===== src/rtl/core_seq_ctrl_if.sv =====
// Memory and trap handshake bundle between the AsteRISC sequencer and its
// instruction memory, data memory and trap/CSR unit.
interface core_seq_ctrl_if;
  logic        imem_req;
  logic        imem_ack;
  logic [31:0] imem_rdata;
  logic        dmem_req;
  logic        dmem_we;
  logic        dmem_ack;
  logic        trap_valid;
  logic [3:0]  trap_cause;
  logic        trap_ack;

  modport master (
    output imem_req,
    input  imem_ack,
    input  imem_rdata,
    output dmem_req,
    output dmem_we,
    input  dmem_ack,
    output trap_valid,
    output trap_cause,
    input  trap_ack
  );

  modport slave (
    input  imem_req,
    output imem_ack,
    output imem_rdata,
    input  dmem_req,
    input  dmem_we,
    output dmem_ack,
    input  trap_valid,
    input  trap_cause,
    output trap_ack
  );
endinterface


===== src/rtl/core_seq_ctrl.sv =====
// AsteRISC RV32I multi-cycle sequencer: fetch, decode/classify, execute,
// memory and writeback control with precise traps and a retire counter.
// Requests, trap status, rf_we and fence_i are registered from the next state.
// pc_en/pc_sel are decoded from the current state because branch direction,
// store completion and trap acceptance are only known in the pulse cycle.
module core_seq_ctrl #(
  parameter int unsigned MEM_TIMEOUT = 16
) (
  input  logic            clk,
  input  logic            rstn,
  core_seq_ctrl_if.master bus,
  input  logic            br_taken,
  output logic [31:0]     ir,
  output logic            rf_we,
  output logic            pc_en,
  output logic [1:0]      pc_sel,
  output logic            fence_i,
  output logic [63:0]     instret,
  output logic [2:0]      state
);
  typedef enum logic [2:0] {
    ST_FETCH = 3'd0, ST_DECODE = 3'd1, ST_EXEC = 3'd2,
    ST_MEM   = 3'd3, ST_WB     = 3'd4, ST_TRAP = 3'd5
  } state_t;

  typedef enum logic [3:0] {
    CLS_ALU = 4'd0, CLS_LOAD = 4'd1, CLS_STORE = 4'd2, CLS_BRANCH = 4'd3,
    CLS_JUMP = 4'd4, CLS_FENCE = 4'd5, CLS_FENCEI = 4'd6, CLS_ECALL = 4'd7,
    CLS_EBREAK = 4'd8, CLS_ILLEGAL = 4'd9
  } cls_t;

  // Last wait-counter value before the data access is declared faulted.
  localparam logic [15:0] WAIT_LAST = 16'(MEM_TIMEOUT - 32'd1);

  localparam logic [3:0] CAUSE_ILLEGAL  = 4'd2;
  localparam logic [3:0] CAUSE_BREAK    = 4'd3;
  localparam logic [3:0] CAUSE_LD_FAULT = 4'd5;
  localparam logic [3:0] CAUSE_ST_FAULT = 4'd7;
  localparam logic [3:0] CAUSE_ECALL    = 4'd11;

  // Map an instruction word onto the RV32I baseline encoding classes.
  function automatic cls_t classify(input logic [31:0] w);
    logic [6:0] f7;
    logic [2:0] f3;
    cls_t       c;
    f7 = w[31:25];
    f3 = w[14:12];
    case (w[6:0])
      7'b0110111, 7'b0010111: c = CLS_ALU;
      7'b1101111:             c = CLS_JUMP;
      7'b1100111:             c = (f3 == 3'b000) ? CLS_JUMP : CLS_ILLEGAL;
      7'b1100011:             c = (f3 != 3'b010 && f3 != 3'b011) ? CLS_BRANCH : CLS_ILLEGAL;
      7'b0000011:             c = (f3 != 3'b011 && f3 != 3'b110 && f3 != 3'b111) ? CLS_LOAD : CLS_ILLEGAL;
      7'b0100011:             c = (f3 == 3'b000 || f3 == 3'b001 || f3 == 3'b010) ? CLS_STORE : CLS_ILLEGAL;
      7'b0010011: begin
        case (f3)
          3'b001:  c = (f7 == 7'b0000000) ? CLS_ALU : CLS_ILLEGAL;
          3'b101:  c = (f7 == 7'b0000000 || f7 == 7'b0100000) ? CLS_ALU : CLS_ILLEGAL;
          default: c = CLS_ALU;
        endcase
      end
      7'b0110011: begin
        if (f7 == 7'b0000000) begin
          c = CLS_ALU;
        end else if (f7 == 7'b0100000 && (f3 == 3'b000 || f3 == 3'b101)) begin
          c = CLS_ALU;
        end else begin
          c = CLS_ILLEGAL;
        end
      end
      7'b0001111: begin
        if (f3 == 3'b000 && w[19:15] == 5'd0 && w[11:7] == 5'd0) begin
          c = CLS_FENCE;
        end else if (w == 32'h0000100F) begin
          c = CLS_FENCEI;
        end else begin
          c = CLS_ILLEGAL;
        end
      end
      7'b1110011: begin
        if (w == 32'h00000073) begin
          c = CLS_ECALL;
        end else if (w == 32'h00100073) begin
          c = CLS_EBREAK;
        end else begin
          c = CLS_ILLEGAL;
        end
      end
      default: c = CLS_ILLEGAL;
    endcase
    return c;
  endfunction

  state_t      state_r, state_nxt_s;
  logic [31:0] ir_r;
  logic [15:0] wait_cnt_r, wait_cnt_nxt_s;
  logic [3:0]  trap_cause_r, cause_nxt_s;
  logic [63:0] instret_r;
  logic        imem_req_r, dmem_req_r, dmem_we_r, trap_valid_r;
  logic        rf_we_r, fence_i_r;
  logic        pc_en_s, retire_s, ir_load_s, writes_rd_s;
  logic [1:0]  pc_sel_s;
  cls_t        cls_s;

  assign cls_s       = classify(ir_r);
  assign writes_rd_s = (cls_s == CLS_ALU || cls_s == CLS_LOAD || cls_s == CLS_JUMP) &&
                       (ir_r[11:7] != 5'd0);

  // State register.
  always_ff @(posedge clk or negedge rstn) begin
    if (!rstn) begin
      state_r <= ST_FETCH;
    end else begin
      state_r <= state_nxt_s;
    end
  end

  // Next-state, trap cause, wait counter and PC-update decode.
  always_comb begin
    state_nxt_s    = state_r;
    wait_cnt_nxt_s = wait_cnt_r;
    cause_nxt_s    = trap_cause_r;
    pc_en_s        = 1'b0;
    pc_sel_s       = 2'd0;
    retire_s       = 1'b0;
    ir_load_s      = 1'b0;
    case (state_r)
      ST_FETCH: begin
        if (imem_req_r && bus.imem_ack) begin
          ir_load_s   = 1'b1;
          state_nxt_s = ST_DECODE;
        end else begin
          state_nxt_s = ST_FETCH;
        end
      end
      ST_DECODE: begin
        case (cls_s)
          CLS_ILLEGAL: begin state_nxt_s = ST_TRAP; cause_nxt_s = CAUSE_ILLEGAL; end
          CLS_ECALL:   begin state_nxt_s = ST_TRAP; cause_nxt_s = CAUSE_ECALL;   end
          CLS_EBREAK:  begin state_nxt_s = ST_TRAP; cause_nxt_s = CAUSE_BREAK;   end
          default:     state_nxt_s = ST_EXEC;
        endcase
      end
      ST_EXEC: begin
        case (cls_s)
          CLS_LOAD, CLS_STORE: begin
            state_nxt_s    = ST_MEM;
            wait_cnt_nxt_s = 16'd0;
          end
          CLS_BRANCH: begin
            pc_en_s     = 1'b1;
            pc_sel_s    = br_taken ? 2'd1 : 2'd0;
            retire_s    = 1'b1;
            state_nxt_s = ST_FETCH;
          end
          default: state_nxt_s = ST_WB;
        endcase
      end
      ST_MEM: begin
        if (bus.dmem_ack) begin
          if (cls_s == CLS_STORE) begin
            pc_en_s     = 1'b1;
            retire_s    = 1'b1;
            state_nxt_s = ST_FETCH;
          end else begin
            state_nxt_s = ST_WB;
          end
        end else if (wait_cnt_r == WAIT_LAST) begin
          state_nxt_s = ST_TRAP;
          cause_nxt_s = (cls_s == CLS_STORE) ? CAUSE_ST_FAULT : CAUSE_LD_FAULT;
        end else begin
          wait_cnt_nxt_s = wait_cnt_r + 16'd1;
        end
      end
      ST_WB: begin
        pc_en_s     = 1'b1;
        pc_sel_s    = (cls_s == CLS_JUMP) ? 2'd1 : 2'd0;
        retire_s    = 1'b1;
        state_nxt_s = ST_FETCH;
      end
      ST_TRAP: begin
        if (bus.trap_ack) begin
          pc_en_s     = 1'b1;
          pc_sel_s    = 2'd2;
          state_nxt_s = ST_FETCH;
        end else begin
          state_nxt_s = ST_TRAP;
        end
      end
      default: state_nxt_s = ST_FETCH;
    endcase
  end

  // Instruction register, MEM wait counter, trap cause and retire counter.
  always_ff @(posedge clk or negedge rstn) begin
    if (!rstn) begin
      ir_r         <= 32'd0;
      wait_cnt_r   <= 16'd0;
      trap_cause_r <= 4'd0;
      instret_r    <= 64'd0;
    end else begin
      if (ir_load_s) begin
        ir_r <= bus.imem_rdata;
      end else begin
        ir_r <= ir_r;
      end
      wait_cnt_r   <= wait_cnt_nxt_s;
      trap_cause_r <= cause_nxt_s;
      if (retire_s) begin
        instret_r <= instret_r + 64'd1;
      end else begin
        instret_r <= instret_r;
      end
    end
  end

  // Requests and strobes registered from the state being entered.
  always_ff @(posedge clk or negedge rstn) begin
    if (!rstn) begin
      imem_req_r   <= 1'b0;
      dmem_req_r   <= 1'b0;
      dmem_we_r    <= 1'b0;
      trap_valid_r <= 1'b0;
      rf_we_r      <= 1'b0;
      fence_i_r    <= 1'b0;
    end else begin
      imem_req_r   <= (state_nxt_s == ST_FETCH);
      dmem_req_r   <= (state_nxt_s == ST_MEM);
      dmem_we_r    <= (state_nxt_s == ST_MEM) && (cls_s == CLS_STORE);
      trap_valid_r <= (state_nxt_s == ST_TRAP);
      rf_we_r      <= (state_nxt_s == ST_WB) && writes_rd_s;
      fence_i_r    <= (state_nxt_s == ST_EXEC) && (cls_s == CLS_FENCEI);
    end
  end

  assign bus.imem_req   = imem_req_r;
  assign bus.dmem_req   = dmem_req_r;
  assign bus.dmem_we    = dmem_we_r;
  assign bus.trap_valid = trap_valid_r;
  assign bus.trap_cause = trap_cause_r;
  assign ir             = ir_r;
  assign rf_we          = rf_we_r;
  assign fence_i        = fence_i_r;
  assign pc_en          = pc_en_s;
  assign pc_sel         = pc_sel_s;
  assign instret        = instret_r;
  assign state          = state_r;
endmodule


===== src/flat_wrapper.sv =====
// flat-port wrapper written by rule: the top's interface ports become plain ports
module core_seq_ctrl_flat 
#(
  parameter int unsigned MEM_TIMEOUT = 16
)
  (clk, rstn, br_taken, ir, rf_we, pc_en, pc_sel, fence_i, instret, state, bus_imem_req, bus_imem_ack, bus_imem_rdata, bus_dmem_req, bus_dmem_we, bus_dmem_ack, bus_trap_valid, bus_trap_cause, bus_trap_ack);
  core_seq_ctrl_if bus_i ();
  input  logic clk;
  input  logic rstn;
  input  logic br_taken;
  output logic [31:0] ir;
  output logic rf_we;
  output logic pc_en;
  output logic [1:0] pc_sel;
  output logic fence_i;
  output logic [63:0] instret;
  output logic [2:0] state;
  output wire logic [$bits(bus_i.imem_req)-1:0] bus_imem_req;
  input wire logic [$bits(bus_i.imem_ack)-1:0] bus_imem_ack;
  input wire logic [$bits(bus_i.imem_rdata)-1:0] bus_imem_rdata;
  output wire logic [$bits(bus_i.dmem_req)-1:0] bus_dmem_req;
  output wire logic [$bits(bus_i.dmem_we)-1:0] bus_dmem_we;
  input wire logic [$bits(bus_i.dmem_ack)-1:0] bus_dmem_ack;
  output wire logic [$bits(bus_i.trap_valid)-1:0] bus_trap_valid;
  output wire logic [$bits(bus_i.trap_cause)-1:0] bus_trap_cause;
  input wire logic [$bits(bus_i.trap_ack)-1:0] bus_trap_ack;
  assign bus_imem_req = bus_i.imem_req;
  assign bus_i.imem_ack = bus_imem_ack;
  assign bus_i.imem_rdata = bus_imem_rdata;
  assign bus_dmem_req = bus_i.dmem_req;
  assign bus_dmem_we = bus_i.dmem_we;
  assign bus_i.dmem_ack = bus_dmem_ack;
  assign bus_trap_valid = bus_i.trap_valid;
  assign bus_trap_cause = bus_i.trap_cause;
  assign bus_i.trap_ack = bus_trap_ack;
  core_seq_ctrl #(.MEM_TIMEOUT(MEM_TIMEOUT)) u_core (.clk(clk), .rstn(rstn), .bus(bus_i), .br_taken(br_taken), .ir(ir), .rf_we(rf_we), .pc_en(pc_en), .pc_sel(pc_sel), .fence_i(fence_i), .instret(instret), .state(state));
endmodule

===== config.mk =====
export PLATFORM = sky130hd
export DESIGN_NAME = core_seq_ctrl_flat
export DESIGN_NICKNAME = d
export VERILOG_FILES = /design/src/rtl/core_seq_ctrl_if.sv /design/src/rtl/core_seq_ctrl.sv /design/src/flat_wrapper.sv
export SDC_FILE = /design/constraint.sdc
export NUM_CORES = 1
export LEC_CHECK = 0
export ABC_AREA = 1
export CAP_MARGIN = 30
export CORE_MARGIN = 4
export CORE_UTILIZATION = 47
export CTS_CLUSTER_DIAMETER = 60
export DETAILED_ROUTE_END_ITERATION = 6
export PLACE_DENSITY = 0.74
export SETUP_SLACK_MARGIN = 0.5
export SKIP_CTS_REPAIR_TIMING = 1
export SYNTH_ARGS = -nofsm -noshare
export SYNTH_HDL_FRONTEND = slang
export SYNTH_SLANG_ARGS = --single-unit

===== constraint.sdc =====
create_clock -name clk -period 1.9 [get_ports clk]
set_input_delay 0.38 -clock clk [delete_from_list [all_inputs] [get_ports clk]]
set_output_delay 0.38 -clock clk [all_outputs]
set_load 0.02 [all_outputs]

==> metrics, run 1 <==
FF-to-FF End u_core.instret[39]; Peak VDD IR 1148 uV; Worst Hold Class input pin to asynchronous set/reset pin; DP HPWL 16790 microns; grt total ovfl 0; switching share of power 39.34%; Num CTS Buffers 17; Mapped Cells 928; CTS H-tree lvls 4; First-pass DRT Iterations 6; Root Driver clkbuf_16; Logic pwr share 49.5%; register area share after synthesis 43.88%; relative slew slack 57.79%; met3 Use GR 6.460%; Final Util 86.48%; Top Usage Layer GRT met2; Die X 131.2 microns; Layout Cells excl Fill 1539; fin nets 1382; die area 17200 sq um; post-synthesis cell area 7129 sq um; num rows 44; first-pass GRT wire length 36770 microns; Area Overhead vs Synth 78.31%; synth unique cells 39; Tot GR Track Use 25.97%; worst-path fanout max 3; DR vias/cell 5.567; status complete, but fails checks; Max Cap Violations 0; Clock Latency Late Sink 0.43 ns; R2R cell count 9; setup slack, reg-to-reg -0.47 ns; met1 usage 33.24%; Mapped Nets 968; Avg Cell Area, Syn 7.682 sq um; Setup TNS -21.39 ns; power density cells 1086 nW/um^2; violated checks setup timing; Clk pwr share 23.7%; element type at the critical path start flop; routed len/inst 19.36 microns; Slew @ Worst Pin 0.6282 ns; largest net degree at the start of global routing 62; antenna violations before repair 0; Final setup viols 90; Top Ports 150; post-route antenna net violation count 0; number of global-route vias before repair 7556; synth warn 0; final hold violation count 0; Die Y 131.2 microns; 1st-iter DRT viols 867; final setup margin -0.4680 ns; core box area 14700 sq um; M2 GR Usage 43.69%; layout cells sized above 1 50.26%; placed inst area 10620 sq um; DRC 0; dpl cells 1444; Pwr Total 13.80 mW; Slew Viols, Final 0; Initial Util 48.50%; dpl ws -0.3204 ns; Setup CP Type flop to flop; clk slew on worst S/H paths 0.06 ns; Final period util 124.6%; post-route minimum period 2.368 ns; Fmax achieved 422.3 MHz; port bufs 149; clock buffer depth 2; Leak 6.434 nW; final hold slack 0.3134 ns; Worst EP arrival 2.67 ns; Clock Skew 0.01241 ns; Routed WL 29800 microns; crit path capture type flop; WP data required 2.20 ns; Sink Count 125; Int Pwr 8.372 mW; antenna cells 0; sequential share of power 26.9%; gpl congestion 0.9223; reg2reg start u_core.instret[12]; Final Cell Area 12710 sq um; CTS tree done; RSZ-0062 raised after global routing yes; via count 8568; P_sw 5.429 mW; synthesis-stage register bit count 125
layout by cell type, fill, tap and decap left out, types with 9 or more instances in the layout:
cell type        instances
nor2_2                  31
o21ai_1                 22
nand3_1                 33
nor2_1                  76
nand4_1                 32
nor4_1                  12
clkdlybuf4s50_1         41
nand3_4                 12
nand2_4                 27
buf_12                   9
nand3_2                 12
buf_4                  195
buf_2                    9
dfrtp_1                 79
clkbuf_16               21
nor2_4                  35
clkbuf_2                24
buf_6                  125
nand2_1                170
inv_1                   98
inv_2                   27
dfrtp_2                 46
nor3_1                  22
nand2_2                 37
xor2_1                  58
power by group through the flow:
stage / registers, mW / clock network, mW / logic [mW]
after global routing: 3.76 / 3.39 / 7.19
after detailed placement: 3.62 / 0 / 5.22
after floorplan: 4.19 / 0 / 1.92
after global placement: 3.59 / 0 / 5.12
after CTS: 3.58 / 3.24 / 5.30
final: 3.71 / 3.27 / 6.83
Yosys cell counts (all sizes together):
master  instances  area [sq um]
clkbuf          7         26.28
nor3b           1         12.51
and3            2         12.51
or2             1         6.260
dfrtp         125          3128
nand2         235         902.1
xor2           59         516.8
nor4           19         143.9
nand4          34         225.2
o21ai          42         214.0
nand3b          1         7.510
nand3          57         330.3
clkinv          1         3.750
xnor2          13         113.9
a22oi           3         37.54
a311oi          1         8.760
o21bai          1         7.510
a21oi          12         63.81
inv           130         488.0
ha              2         25.02
nor3           30         197.7
buf            10         67.56
nor2          142         590.6
critical path: stages (launching register included):
cell	delay (ns)
dfrtp_1	0.47
inv_1	0.15
nor3_1	0.41
nand2_1	0.15
nor2_2	0.17
nand4_1	0.23
nor2_1	0.21
nand3_2	0.15
buf_4	0.17
xor2_1	0.14
how the worst max path moves through the flow:
stage / from / end / slack, ns / cells past startpoint
3_5_place_dp: bus_dmem_ack / pc_en / -0.32 / 6
4_1_cts: u_core.ir[3] / pc_en / -0.75 / 10
3_3_place_gp: bus_dmem_ack / pc_en / -0.29 / 6
5_1_grt: u_core.instret[1] / u_core.instret[54] / -0.52 / 11
2_1_floorplan: u_core.instret[0] / u_core.instret[58] / 0.008 / 10
6_report: u_core.instret[12] / u_core.instret[39] / -0.47 / 9
logic make-up (layout without fill, tap and decap cells):
logic type,after synthesis,after routing,share of synthesized area (%)
compound gates,59,59,4.651
xor+xnor,72,72,8.845
fa+ha+maj,2,2,0.3509
buf+inv,148,575,8.213
flops,125,125,43.88
simple gates,522,522,34.06
per-layer routing:
metal / up-vias / wire length, microns
li1: 3786 / -
met1: 4168 / 11310
met5: - / 0
met3: 129 / 2260
met2: 485 / 14900
met4: 0 / 1328
cell type report:
cell class | count | area (sq um)
fill | 690 | 1987
multi-input combinational | 655 | 4418
clock buffer | 24 | 481.7
sequential | 125 | 3186
timing repair buffer | 412 | 3795
clock inverter | 8 | 92.59
tap | 184 | 230.2
inverter | 131 | 509.2
flip-flops by register name, indices dropped and copies added, names as in the netlist, 3 cells and up:
name / flops
u_core.wait_cnt_r: 16
u_core.bus.trap_cause: 4
u_core.ir: 32
u_core.instret: 64
u_core.state: 3
Note: power is estimated with default switching activity, not from simulation.
==> run 2: changes to the inputs <==
--- a/config.mk
+++ b/config.mk
@@ -7,8 +7,10 @@
 export LEC_CHECK = 0
 export ABC_AREA = 1
 export CAP_MARGIN = 30
+export CELL_PAD_IN_SITES_DETAIL_PLACEMENT = 1
+export CELL_PAD_IN_SITES_GLOBAL_PLACEMENT = 1
 export CORE_MARGIN = 4
-export CORE_UTILIZATION = 47
+export CORE_UTILIZATION = 34
 export CTS_CLUSTER_DIAMETER = 60
 export DETAILED_ROUTE_END_ITERATION = 6
 export PLACE_DENSITY = 0.74
==> constraint.sdc (replaced) <==
create_clock -name clk -period 1.92 [get_ports clk]
set_input_delay 0.384 -clock clk [delete_from_list [all_inputs] [get_ports clk]]
set_output_delay 0.384 -clock clk [all_outputs]
set_load 0.02 [all_outputs]
==> metrics, run 2 (same netlist as run 1, synthesis figures left out) <==
status complete, but fails checks; violated checks setup timing; Clock Skew 0.01645 ns (+0.004032 ns); clock buffer depth 2 (unchanged); via count 8232 (-3.9%); die area 23350 sq um (+36%); met1 usage 28.10% (-5.1 points); element type at the critical path start flop; Area Overhead vs Synth 74.97%; Tot GR Track Use 22.36% (-3.6 points); Top Ports 150 (unchanged); Die Y 152.8 microns (+17%); Leak 6.225 nW (-3.2%); antenna violations before repair 0 (unchanged); worst-path fanout max 15 (+12); max FFs per register 64 (unchanged); met3 Use GR 4.544% (-1.9 points); Final setup viols 90 (unchanged); Top Usage Layer GRT met2; num rows 52 (+18%); crit path capture type flop; Root Driver clkbuf_16; port bufs 149 (unchanged); Final Cell Area 12470 sq um (-1.9%); CTS H-tree lvls 4 (unchanged); Final period util 123.3% (-1.3 points); leading cell types in the layout, fill and taps excluded buf_4 (194), nand2_1 (168), buf_6 (105), inv_1 (102), nor2_1 (84); Worst Hold Class flop to flop; final setup margin -0.4471 ns (+0.02089 ns); Pwr Total 13.82 mW (+0.14%); final hold violation count 0 (unchanged); Max Cap Violations 0 (unchanged); post-route antenna net violation count 0 (unchanged); most frequent CP cell buf_4; Setup CP Type flop to flop; relative slew slack 51.99% (-5.8 points); Sink Count 125 (unchanged); Slew @ Worst Pin 0.7136 ns (+0.08537 ns); Initial Util 34.90% (-14 points); CTS tree done; core box area 20430 sq um (+39%); WP data required 2.27 ns (+0.07 ns); layout cells sized above 1 49.00% (-1.3 points); routed len/inst 20.41 microns (+5.4%); R2R cell count 13 (+4); first-pass GRT wire length 42670 microns (+16%); clk slew on worst S/H paths 0.07 ns (about the same); 1st-iter DRT viols 369 (-57%); Hold Path Depth 1; dpl ws -0.3200 ns (+0.0003960 ns); antenna cells 0 (unchanged); largest net degree at the start of global routing 35 (-44%); number of global-route vias before repair 8241 (+9.1%); First-pass DRT Iterations 5 (-1); CP max stage cell dfrtp_2; Routed WL 32970 microns (+11%); Num CTS Buffers 17 (unchanged); DRC 0 (unchanged); Fmax achieved 422.5 MHz (about the same); M2 GR Usage 38.40% (-5.3 points); power density cells 1108 nW/um^2 (+2.0%); grt total ovfl 0 (unchanged); slowest stage delay, CP 0.45 ns (-0.02 ns); placed inst area 10680 sq um (+0.52%); Peak VDD IR 940.1 uV (-18%); post-route minimum period 2.367 ns (-0.0008860 ns); gpl congestion 0.8803 (-4.6%); Final Util 61.06% (-25 points); RSZ-0062 raised after global routing yes; Slew Viols, Final 0 (unchanged); DP HPWL 19880 microns (+18%); Worst EP arrival 2.72 ns (+0.05 ns); Die X 152.8 microns (+17%); commonest non-fill, non-tap cell in the layout buf_4; worst-path cell chain inv_4 -> buf_4 -> nand3_4 -> nor2_4 -> o21ai_2 -> inv_2 -> nand2_2 -> nand3_4 -> buf_4 -> buf_4 -> nand4_2 -> nor4_2 -> xor2_1; Clock Latency Late Sink 0.44 ns (about the same); fin nets 1372 (-0.72%); DR vias/cell 5.097 (-8.4%)
run 2: cell count changes in the layout (fill, tap and decap cells not counted), sizes merged:
| cell | delta |
|---|---|
| clkinv | -1 |
| bufinv | +2 |
| clkinvlp | +1 |
| dlymetal6s2s | +6 |
| inv | +5 |
| buf | -18 |
| clkdlybuf4s50 | -5 |
run 2: routing by layer:
layer,wire length (microns),vias to the layer above
met1,13150,4141
met4,935,0
met3,1549,76
li1,-,3767
met5,0,-
met2,17330,248
run 2: report_power, final:
part / internal, mW / total [mW] / switching, mW
logic: 3.03 / 6.51 / 3.48
clock network: 2.20 / 3.60 / 1.41
registers: 3.14 / 3.71 / 0.571
run 2: worst max-delay path, delay by kind of cell (launching register included):
family	cells	cell delay (ns)
and+or+nand+nor	6	0.84
buffers and inverters	5	0.70
DFF	1	0.45
xor gates and xnor gates	1	0.18
AOI/OAI and AO/OA	1	0.10
run 2: through the flow:
stage | hold slack [ns] | setup TNS (ns) | instances
2_1_floorplan | 0.08841 | 0 | 928
3_3_place_gp | 0.3961 | -7.470 | 1522
3_5_place_dp | 0.4015 | -11.77 | 1522
4_1_cts | -0.05122 | -18.50 | 1554
5_1_grt | 0.4916 | -34.53 | 1615
6_report | 0.4811 | -23.36 | 1615
run 2: final cells by class:
type | count | area, sq um
clock buffers | 17 | 425.4
clock inverters | 15 | 212.7
fillers | 2404 | 7955
inverters | 131 | 511.7
multi-input cells | 655 | 4158
flip-flops and latches | 125 | 3197
well taps | 270 | 337.8
repair buffers | 402 | 3632
run 2: final timing paths:
kind,end,slack (ns),from
worst max-delay path,u_core.instret[28],-0.45,u_core.ir[4]
worst min-delay path,u_core.instret[63],0.48,u_core.instret[63]
worst max register to register,u_core.instret[28],-0.45,u_core.ir[4]
worst min register to register,u_core.instret[63],0.48,u_core.instret[63]
max in group asynchronous,u_core.instret[16],0.83,rstn
min in group asynchronous,u_core.wait_cnt_r[3],0.49,rstn
